`src/rtl/plic_claim_master_pkg.sv`:
```
// Purpose: shared types and helpers for the APB4 PLIC claim/complete initiator.
// Latency: n/a (types and constant functions only).
// Backpressure: n/a.
package plic_claim_master_pkg;

  typedef enum logic [1:0] {
    IDLE    = 2'd0,
    SETUP   = 2'd1,
    ACCESS  = 2'd2,
    DELIVER = 2'd3
  } state_t;

  typedef enum logic {
    OP_READ  = 1'b0,
    OP_WRITE = 1'b1
  } op_t;

  // Width needed to hold IDs 0..sources (0 is the PLIC's "nothing pending").
  function automatic int id_bits(input int sources);
    return $clog2(sources + 1);
  endfunction

endpackage

```
`src/rtl/apb4_plic_claim_master.sv`:
```
// Purpose: APB4 initiator that claims an ID from one PLIC target on irq and later writes it back to complete.
// Latency: irq seen in IDLE at cycle n -> SETUP n+1 -> ACCESS n+2 -> id_valid n+3 (zero wait states).
// Backpressure: PREADY stretches ACCESS; id_valid holds until id_ready; cpl_valid is only taken in IDLE (cpl_ready pulse).
//
// Optional feature: define PLIC_CLAIM_MASTER_TIMEOUT_EN to abandon a transfer after TIMEOUT_CYCLES
// ACCESS cycles with PREADY low (err pulse, back to IDLE). Without it ACCESS waits indefinitely.
//
// Ports:
//   PCLK, PRESETn                      clock / async active-low reset
//   PSEL..PWDATA, PRDATA/PREADY/PSLVERR APB4 initiator port (single target register at CLAIM_ADDR)
//   irq                                PLIC target interrupt level
//   id_valid/id/id_ready               claimed ID handed to the consumer
//   cpl_valid/cpl_id/cpl_ready         completion request from the consumer
//   err                                one-cycle pulse on slave error, bad ID or timeout
module apb4_plic_claim_master
  import plic_claim_master_pkg::*;
#(
  parameter int                    PADDR_SIZE     = 32,
  parameter int                    PDATA_SIZE     = 32,
  parameter int                    SOURCES        = 64,
  parameter logic [PADDR_SIZE-1:0] CLAIM_ADDR     = '0,
  parameter int                    TIMEOUT_CYCLES = 255,
  localparam int                   SOURCES_BITS   = id_bits(SOURCES)
) (
  input  logic                    PCLK,
  input  logic                    PRESETn,
  output logic                    PSEL,
  output logic                    PENABLE,
  output logic [PADDR_SIZE-1:0]   PADDR,
  output logic                    PWRITE,
  output logic [PDATA_SIZE/8-1:0] PSTRB,
  output logic [PDATA_SIZE-1:0]   PWDATA,
  input  logic [PDATA_SIZE-1:0]   PRDATA,
  input  logic                    PREADY,
  input  logic                    PSLVERR,
  input  logic                    irq,
  output logic                    id_valid,
  output logic [SOURCES_BITS-1:0] id,
  input  logic                    id_ready,
  input  logic                    cpl_valid,
  input  logic [SOURCES_BITS-1:0] cpl_id,
  output logic                    cpl_ready,
  output logic                    err
);

  state_t state;
  op_t    op;
  logic   holdoff;   // one-cycle claim suppression after a spurious (ID 0) read

  // Only the low ID bits of the claim register are meaningful.
  logic [SOURCES_BITS-1:0] rd_id;
  logic                    rd_too_big;
  logic                    unused_prdata;
  assign rd_id         = PRDATA[SOURCES_BITS-1:0];
  assign rd_too_big    = (int'(rd_id) > SOURCES);
  assign unused_prdata = ^PRDATA;

  logic timed_out;
`ifdef PLIC_CLAIM_MASTER_TIMEOUT_EN
  localparam int TW = (TIMEOUT_CYCLES > 255) ? $clog2(TIMEOUT_CYCLES + 1) : 8;
  logic [TW-1:0] wait_cnt;

  always_ff @(posedge PCLK or negedge PRESETn) begin
    if (!PRESETn)                     wait_cnt <= '0;
    else if (state == SETUP)          wait_cnt <= '0;
    else if (state == ACCESS && !PREADY) wait_cnt <= wait_cnt + 1'b1;
  end

  // Fires on the wait cycle that would bring the counter to TIMEOUT_CYCLES.
  assign timed_out = (int'(wait_cnt) == TIMEOUT_CYCLES - 1);
`else
  localparam int unused_timeout = TIMEOUT_CYCLES;
  assign timed_out = 1'b0;
`endif

  always_ff @(posedge PCLK or negedge PRESETn) begin
    if (!PRESETn) begin
      state     <= IDLE;
      op        <= OP_READ;
      holdoff   <= 1'b0;
      PSEL      <= 1'b0;
      PENABLE   <= 1'b0;
      PADDR     <= '0;
      PWRITE    <= 1'b0;
      PSTRB     <= '0;
      PWDATA    <= '0;
      id_valid  <= 1'b0;
      id        <= '0;
      cpl_ready <= 1'b0;
      err       <= 1'b0;
    end else begin
      err       <= 1'b0;
      cpl_ready <= 1'b0;
      holdoff   <= 1'b0;
      case (state)
        IDLE: begin
          // Completion wins over a new claim.
          if (cpl_valid) begin
            cpl_ready <= 1'b1;
            op        <= OP_WRITE;
            PSEL      <= 1'b1;
            PADDR     <= CLAIM_ADDR;
            PWRITE    <= 1'b1;
            PSTRB     <= '1;
            PWDATA    <= PDATA_SIZE'(cpl_id);
            state     <= SETUP;
          end else if (irq && !holdoff) begin
            op        <= OP_READ;
            PSEL      <= 1'b1;
            PADDR     <= CLAIM_ADDR;
            PWRITE    <= 1'b0;
            PSTRB     <= '0;
            PWDATA    <= '0;
            state     <= SETUP;
          end
        end
        SETUP: begin
          PENABLE <= 1'b1;
          state   <= ACCESS;
        end
        ACCESS: begin
          if (PREADY || timed_out) begin
            PSEL    <= 1'b0;
            PENABLE <= 1'b0;
            PADDR   <= '0;
            PWRITE  <= 1'b0;
            PSTRB   <= '0;
            PWDATA  <= '0;
            state   <= IDLE;
          end
          if (PREADY) begin
            if (op == OP_WRITE) begin
              err <= PSLVERR;   // completion counts as consumed either way
            end else if (PSLVERR) begin
              err <= 1'b1;
            end else if (rd_id == '0) begin
              holdoff <= 1'b1;  // spurious: PLIC had nothing left to give
            end else if (rd_too_big) begin
              err <= 1'b1;
            end else begin
              id       <= rd_id;
              id_valid <= 1'b1;
              state    <= DELIVER;
            end
          end else if (timed_out) begin
            err <= 1'b1;
          end
        end
        DELIVER: begin
          if (id_ready) begin
            id_valid <= 1'b0;
            state    <= IDLE;
          end
        end
        default: state <= IDLE;
      endcase
    end
  end

endmodule

```
`config.mk`:
```
export PLATFORM = sky130hd
export DESIGN_NAME = apb4_plic_claim_master
export DESIGN_NICKNAME = d
export VERILOG_FILES = /design/src/rtl/plic_claim_master_pkg.sv /design/src/rtl/apb4_plic_claim_master.sv
export SDC_FILE = /design/constraint.sdc
export NUM_CORES = 1
export LEC_CHECK = 0
export BUFFER_PORTS_ARGS = -buffer_cell sky130_fd_sc_hd__buf_2
export CAP_MARGIN = 15
export CORE_UTILIZATION = 38
export CTS_CLUSTER_DIAMETER = 60
export DETAILED_ROUTE_END_ITERATION = 7
export GPL_TIMING_DRIVEN = 0
export PLACE_DENSITY = 0.8
export SLEW_MARGIN = 30
export SYNTH_ARGS = -nofsm -noshare
export SYNTH_HDL_FRONTEND = slang
export SYNTH_SLANG_ARGS = --single-unit
```
`constraint.sdc`:
```
create_clock -name PCLK -period 2.21 [get_ports PCLK]
set_clock_uncertainty 0.05 [all_clocks]
set_input_delay 0.442 -clock PCLK [delete_from_list [all_inputs] [get_ports PCLK]]
set_output_delay 0.442 -clock PCLK [all_outputs]
set_load 0.1 [all_outputs]
```
==> impl_results.md <==
- # resized after CTS: 0
- Fin crit period: 1.971 ns
- Sink Count: 24
- Worst Path Buf+Inv: 1
- Die ar.: 0.004128 mm^2
- Non-Filler Instances: 298
- Clock Tree Root: clkbuf_8
- Max_cap viols: 0
- Worst Hold Class: input port to async pin
- Number of top-level pins: 127
- Setup bufs post-CTS: 0
- Drc violations: 0
- CP Max Fanout: 7
- Setup ws final: 0.2388 ns
- CP arrival: 2.07 ns
- Htree depth: 1
- Diodes inserted: 0
- Layout net count: 298
- Final worst path period share: 89.20%
- Reg-to-reg startpoint: state[0]
- Iter 0 DRT Violations: 14
- Die Wd: 64.25 um
- Worst-Skew Late Latency: 0.25 ns
- TritonCTS Buffers: 3
- Ys Warns: 0
- Grt total ovfl: 0
- Site row count: 22
- Register-to-register setup slack: 0.24 ns
- Cell family with most CP delay: simple AND/OR/NAND/NOR gates
- Via count: 1131
- Hold_buf cts: 0
- Core Area: 0.003689 mm^2
- Worst-Margin Slew: 0.6379 ns
- Global-route wire length before repair: 4333 um
- Worst-path clk slew: 0.08 ns
- Hold Vio Cnt, Final: 0
- R2r endpoint: id[2]
- Ys async rst share: 100.0%
- Setup WS pre-CTS: 0.02803 ns
- CP required: 2.31 ns
- Worst setup EP type: flip-flop
- Syn avg cell area: 10.02 um^2
- Cell area after synthesis: 0.001473 mm^2
- Vias in the first global route: 1032
- Slew headroom: 57.22%
- Final setup viols: 0
- Port Buf Inserts: 44
- R2r worst-path depth: 5
- Pin count of the biggest net entering global routing: 25
- Post-synth EDFFs: 0
- Detail Placement HPWL: 2263 um
- CP cell instances: nand3b_1 > or3_1 > buf_2 > nor3b_4 > mux2_2
- Tot GR Track Use: 13.25%
- Mapped Cells: 147
- Drt first pass iters: 4
- Routability cong.: 0.7868
- CTS tree: built
- #FFs+latches synth: 24
- Die H: 64.25 um
- CP peak stage delay: 0.40 ns
- RSZ-0062 raised after global routing: no
- Max Freq: 0.5073 GHz
- Status: completed
- Initial antenna violation count: 0
- Synth Flop Type: dfrtp_1
- Startpoint Class: flip-flop
- Max Root-Sink Buffers: 2
- Placed cell count: 295
- Crit path max-delay cell type: nor3b_4
- # fillers: 368
- Total Wirelength: 2657 um
- Wire per inst: 8.916 um
- Layout Area Growth over Synthesis: 36.45%
- Synth unique cells: 31
- Max Slew Vio Count: 0
- Setup TNS: 0 ns
- Post-DR vias/cell: 3.795
- Starting density of the core: 39.93%
- Antenna Nets Post-Route: 0
- Share of cells above drive strength 1: 46.80%
- Seq/Total Area, Yosys: 40.78%
- Util after Layout: 54.48%
- WS Path Type: flip-flop to flip-flop
placed cells by master, fill, tap and decap left out:
cell type,n
inv_1,4
nor4bb_1,1
nor3_1,2
buf_2,45
nor4_1,1
nor2_1,6
o22ai_1,1
a21oi_1,2
dfrtp_1,24
nor3b_4,1
conb_1,57
nand3b_1,2
a22o_1,7
nand2b_1,3
and2_1,1
nor2b_1,1
a21boi_1,1
mux2_2,6
or3_1,1
and3_1,1
nand2_1,5
buf_4,61
a21o_1,3
a2bb2oi_1,1
o21bai_1,1
a31oi_1,2
o21ai_0,1
clkbuf_8,3
clkbuf_1,3
a211oi_1,1
a311o_1,1
o31ai_2,1
per-layer routing:
layer / wire length (um) / up-vias / global-route usage (%)
li1: - / 580 / -
met1: 1002 / 505 / 13.15
met2: 1463 / 44 / 26.97
met3: 174 / 2 / 2.143
met4: 16 / 0 / 4.444
met5: 0 / - / 0
sequential cells by signal (all words and copies together) (netlist names):
register	flops
state	2
PENABLE	1
holdoff	1
id	7
op	1
PSTRB	1
PSEL	1
cpl_ready	1
PWDATA	7
err	1
id_valid	1
cell families (layout without fill, tap and decap cells):
kind of cell    after synthesis  in the layout  share of synthesized area, %
buf+inv                      69            116                         33.22
simple gates                 25             25                         9.857
mux                           6              6                         4.588
flops                        24             24                         40.78
other cells                   1             57                        0.2546
compound gates               22             22                         11.30
worst max path at each step:
stage,from,to,slack [ns],cells after the start
6_report,state[0],id[2],0.24,5
5_1_grt,PRDATA[1],id[0],0.15,5
4_1_cts,state[0],id[2],0.24,5
3_5_place_dp,PRDATA[1],id[2],0.03,5
3_3_place_gp,PRDATA[1],id[4],0.04,5
2_1_floorplan,PSTRB[2],PSTRB[0],0.33,1
worst reg2reg max path: stages, from the launching register on:
cell	delay (ns)
dfrtp_1	0.38
nand3b_1	0.18
or3_1	0.31
buf_2	0.16
nor3b_4	0.40
mux2_2	0.38
synthesized netlist by cell type (3+ instances only):
library cell	instances	share of area [%]
buf_4	61	31
nand2_1	5	1.3
inv_1	4	1.0
clkbuf_1	3	0.76
a22o_1	7	4.2
dfrtp_1	24	41
mux2_2	6	4.6
a21o_1	3	1.5
nor2_1	6	1.5
nand2b_1	3	1.3
stage by stage:
stage          instance area, um^2  hold WS [ns]
2_1_floorplan                 1683       0.09641
3_3_place_gp                  1963        0.4055
3_5_place_dp                  1968        0.3989
4_1_cts                       2009        0.1182
5_1_grt                       2009        0.1450
6_report                      2009        0.1018
cell type report:
class / count / area, um^2 / share of cell area [%]
Timing Repair Buffer: 44 / 220.2 / 10.96
Multi-Input combinational cell: 110 / 598.1 / 29.76
Buffer: 65 / 474.2 / 23.60
Clock buffer: 3 / 41.29 / 2.055
Inverter: 4 / 15.01 / 0.7472
Tap cell: 48 / 60.06 / 2.989
Sequential cell: 24 / 600.6 / 29.89
Power is left out: the tool's default activity adds up to more than one toggle a clock period on the data nets, which glitch-free logic cannot reach.
